### config.mk
export PLATFORM = sky130hd
export DESIGN_NAME = packed_array_assembler
export DESIGN_NICKNAME = d
export VERILOG_FILES = /design/src/rtl/packed_array_pkg.sv /design/src/rtl/packed_index_counter.sv /design/src/rtl/packed_array_assembler.sv
export SDC_FILE = /design/constraint.sdc
export NUM_CORES = 1
export LEC_CHECK = 0
export ABC_AREA = 1
export BUFFER_PORTS_ARGS = -buffer_cell sky130_fd_sc_hd__buf_2
export CORE_AREA = 3 3 77 79
export DETAILED_ROUTE_END_ITERATION = 8
export DIE_AREA = 0 0 80 82
export HOLD_SLACK_MARGIN = 0.1
export PLACE_DENSITY_LB_ADDON = 0.05
export SKIP_LAST_GASP = 1
export SLEW_MARGIN = 10
export SYNTH_ARGS = -nofsm -noshare
export SYNTH_HDL_FRONTEND = slang
export SYNTH_SLANG_ARGS = --single-unit
### constraint.sdc
create_clock -name clk -period 3.4 [get_ports clk]
set_clock_uncertainty 0.05 [all_clocks]
set_input_delay 0.17 -clock clk [delete_from_list [all_inputs] [get_ports clk]]
set_output_delay 0.17 -clock clk [all_outputs]
set_load 0.05 [all_outputs]
### src/rtl/packed_array_pkg.sv
// Shared types and defaults for the packed-array frame assembler.
// Frame layout matches a packed parameter [OUTER][INNER][ELEM_W].
package packed_array_pkg;

  localparam int OUTER_D  = 2;
  localparam int INNER_D  = 3;
  localparam int ELEM_W_D = 4;

  typedef logic [ELEM_W_D-1:0] elem_t;
  typedef elem_t [INNER_D-1:0] row_t;
  typedef row_t [OUTER_D-1:0]  frame_t;

  typedef enum logic {
    FILL = 1'b0,
    HOLD = 1'b1
  } asm_state_e;

  // Index width for n entries; never below one bit.
  function automatic int idx_w(input int n);
    return (n > 1) ? $clog2(n) : 1;
  endfunction

endpackage

### src/rtl/packed_index_counter.sv
// Two-level (row, column) wrap counter for the frame fill position.
// last flags the final slot [OUTER-1][INNER-1].
module packed_index_counter
  import packed_array_pkg::*;
#(
  parameter int OUTER = OUTER_D,
  parameter int INNER = INNER_D,
  parameter int OW    = idx_w(OUTER),
  parameter int IW    = idx_w(INNER)
) (
  input  logic          clk,
  input  logic          rst,
  input  logic          inc,
  input  logic          clr,
  output logic [OW-1:0] o,
  output logic [IW-1:0] i,
  output logic          last
);

  localparam logic [OW-1:0] OMAX = OW'(OUTER - 1);
  localparam logic [IW-1:0] IMAX = IW'(INNER - 1);

  logic o_end;
  logic i_end;

  assign o_end = (o == OMAX);
  assign i_end = (i == IMAX);
  assign last  = o_end && i_end;

  // Advance column, carrying into row; both wrap.
  always_ff @(posedge clk or posedge rst) begin
    if (rst) begin
      o <= '0;
      i <= '0;
    end else if (clr) begin
      o <= '0;
      i <= '0;
    end else if (inc) begin
      if (i_end) begin
        i <= '0;
        o <= o_end ? '0 : o + 1'b1;
      end else begin
        i <= i + 1'b1;
      end
    end
  end

endmodule

### src/rtl/packed_array_assembler.sv
// Assembles a packed [OUTER][INNER][ELEM_W] frame from a serial
// element stream and presents it with a valid/ready handshake.
module packed_array_assembler
  import packed_array_pkg::*;
#(
  parameter int OUTER  = OUTER_D,
  parameter int INNER  = INNER_D,
  parameter int ELEM_W = ELEM_W_D
) (
  input  logic              clk,
  input  logic              rst,
  input  logic              flush,
  input  logic              in_valid,
  output logic              in_ready,
  input  logic [ELEM_W-1:0] in_data,
  output logic              out_valid,
  input  logic              out_ready,
  output logic [OUTER-1:0][INNER-1:0][ELEM_W-1:0] out_data,
  output logic [7:0]        frame_cnt
);

  localparam int OW = idx_w(OUTER);
  localparam int IW = idx_w(INNER);

  asm_state_e    state;
  logic [OW-1:0] o;
  logic [IW-1:0] i;
  logic          last;
  logic          accept;

  assign accept = in_valid && in_ready
               && (state == FILL) && !flush;

  packed_index_counter #(
    .OUTER(OUTER),
    .INNER(INNER),
    .OW   (OW),
    .IW   (IW)
  ) u_idx (
    .clk (clk),
    .rst (rst),
    .inc (accept),
    .clr (flush),
    .o   (o),
    .i   (i),
    .last(last)
  );

  // Write each accepted element into its slot; old slots persist.
  always_ff @(posedge clk or posedge rst) begin
    if (rst) begin
      out_data <= '0;
    end else if (accept) begin
      out_data[o][i] <= in_data;
    end
  end

  // Fill/hold FSM with registered handshake outputs and frame count.
  always_ff @(posedge clk or posedge rst) begin
    if (rst) begin
      state     <= FILL;
      in_ready  <= 1'b1;
      out_valid <= 1'b0;
      frame_cnt <= '0;
    end else if (flush) begin
      state     <= FILL;
      in_ready  <= 1'b1;
      out_valid <= 1'b0;
    end else begin
      unique case (state)
        FILL: begin
          if (accept && last) begin
            state     <= HOLD;
            in_ready  <= 1'b0;
            out_valid <= 1'b1;
          end
        end
        HOLD: begin
          if (out_ready) begin
            state     <= FILL;
            in_ready  <= 1'b1;
            out_valid <= 1'b0;
            frame_cnt <= frame_cnt + 8'd1;
          end
        end
        default: begin
          state     <= FILL;
          in_ready  <= 1'b1;
          out_valid <= 1'b0;
        end
      endcase
    end
  end

endmodule
==> metrics.csv <==
metric;value;unit
status;completed;
dpl.cell_count;289;
whs_path_depth;3;
slowest_stage;dfstp_2;
ys_top_cells_by_count;62 x nand2_1, 37 x dfrtp_1, 28 x o21ai_0;
rr_worst_depth;4;
multi_input_area;563;sq um
ys_seq_elements;38;
yosysMostFrequentCell;nand2_1;
place_congestion;0.775;
die_x;80;um
worstPathRequired;3.54;ns
place_ws;1.77;ns
timing.final.ws_setup;1.76;ns
antenna_found_initial;0;
seq_area_frac_synth;60.3;%
setup_viol;0;
path_class;flop to flop;
portBuffers;42;
cts_buffer_depth;2;
ys.flop_type;dfrtp_1;
ff_latch_area;952;sq um
ctsResizeCount;0;
crit_cells;4;
worstReg2RegStart;in_ready$_DFFE_PP1P_;
fp.dieH;82;um
drcViolationCount;0;
synth_compound_area_share;9.98;%
max-slew-margin-rel;67.1;%
maxSlewViolCount;0;
clkSinkCount;38;
muxShareOfSynthArea;0;%
num-fill-cells;580;
nNetsFinal;236;
hold_viol_final;0;
regToRegSetupSlack;1.76;ns
drive_above_1_share;23.8;%
synthArstFlopShare;100;%
htree_levels;2;
final_util;37.0;%
vdd_ir_drop_max;0.252;mV
slowest_delay;0.54;ns
p_leak;1.05;nW
grt_pass1_wl;6110;um
ctsHoldBuffers;2;
min_period;1.64;ns
crit_chain;nand2_1 -> inv_1 -> nand4_1 -> o21ai_0;
cap_violations;0;
ys_warn_count;0;
vias;1321;
cellPowerDensity;601;mW/mm^2
ant_nets;0;
dpl_cell_area;0.00188;sq mm
syn-cell-area;0.00158;sq mm
grt_max_degree;39;
yosysUniqueCellTypes;17;
worstSetupStartpoint;in_ready$_DFFE_PP1P_;
crit_family;flip-flops;
synth_edf_count;0;
diodes;0;
core;0.00541;sq mm
routedWlPerCell;12.9;um
synth_area_per_cell;9.03;sq um
startpoint_type;flop;
cts-root-buf;clkbuf_8;
design_area;0.00200;sq mm
synth_area_leader_cell;dfrtp_1;
drt_iter0_markers;74;
hpwlAfterDp;2740;um
clkSlewWorstSetupHoldPaths;0.07;ns
clock.fmax;0.609;GHz
yosys.area_share.adder;0.792;%
routed_wl;3870;um
rsz0062_at_grt;no;
power;1.20;mW
synthSimpleGateAreaFrac;22.6;%
die_area;0.00656;sq mm
synth_top_family_by_area;simple AND/OR/NAND/NOR gates;
worstSkewPairLatency;0.29;ns
tightest_slew;0.494;ns
first_pass_iters;4;
numCtsBuffers;5;
period_share;48.3;%
first_global_vias;1216;
num_io_pins;43;
syn_nets;185;
grt.total_usage;12.8;%
viasPerCell;4.42;
setup_tns;0;ns
start_util;29.2;%
arrival;1.78;ns
holdWs;0.146;ns
min_from;flush;
core.rowCount;27;
grt_overflow;0;
synth-xor-area-share;2.22;%
finalNonFillerCells;299;
crit_buf_inv;1;
synth_top_cell_area_share;58.6;%
netlist_top_cells_area;dfrtp_1 59%, nand2_1 15%, o21ai_0 8.9%;
cts_setup_buffers;0;
tritoncts;done;
cp_max_fo;11;
min_path_type;input pin to flop;
syn2layout_area_growth;26.4;%
endpoint_kind;flop;
netlist_instances;175;
per-layer routing:
layer,part of all wire (%),global-route usage (%)
met5,0,0
met4,1.7,5.07
met3,5.8,4.17
met2,47,20.9
met1,46,15.7
worst paths after layout:
| check | to |
|---|---|
| max | out_data[22]$_DFFE_PP0P_ |
| min | in_ready$_DFFE_PP1P_ |
| max reg2reg | out_data[22]$_DFFE_PP0P_ |
| min reg2reg | in_ready$_DFFE_PP1P_ |
| max in group asynchronous | in_ready$_DFFE_PP1P_ |
| min in group asynchronous | frame_cnt[0]$_DFFE_PP0P_ |
cell usage in the layout (no fill, tap or decap):
cell type / count
nand2_1: 62
buf_2: 42
dfrtp_1: 37
o21ai_0: 28
inv_1: 16
nor2_1: 10
nand3_1: 7
clkbuf_8: 6
nand4_1: 3
xor2_1: 2
xnor2_1: 2
dlygate4sd3_1: 2
nor3_4: 1
o21ai_1: 1
nand3_4: 1
a21oi_1: 1
a21boi_0: 1
ha_1: 1
clkinv_2: 1
clkinvlp_4: 1
dfstp_2: 1
buf_4: 1
cell type report:
class,count,area share (%)
clock buffer,6,4.13
clock inverter,2,0.626
inverter,16,3.01
multi-input combinational,120,28.2
sequential,38,47.7
tap,72,4.51
timing repair buffer,45,11.9
power by group:
| group | switching [mW] | total, mW | internal, mW |
|---|---|---|---|
| Clock | 0.160 | 0.323 | 0.163 |
| Sequential | 0.0312 | 0.539 | 0.508 |
| Combinational | 0.269 | 0.338 | 0.0689 |
| Total | 0.461 | 1.20 | 0.740 |
tightest hold or removal path, delay by kind of cell:
kind	cells	cell delay [ns]
and+or+nand+nor	1	0.07
buffers and inverters	1	0.15
AOI/OAI and AO/OA	1	0.07
flip-flops by register name (all words and copies together) (netlist names):
name / cells
frame_cnt: 8
state: 1
u_idx.o: 1
u_idx.i: 2
out_data: 24
out_valid: 1
in_ready: 1
cells by family (layout without fill, tap and decap cells):
logic type / Yosys count / count (layout)
XOR/XNOR: 4 / 4
buffers and inverters: 17 / 69
flip-flops: 38 / 38
adder cells (fa/ha/maj): 1 / 1
AO/OA/AOI/OAI: 31 / 31
AND/OR/NAND/NOR: 84 / 84
No activity file was read; power rests on OpenSTA's default activity.
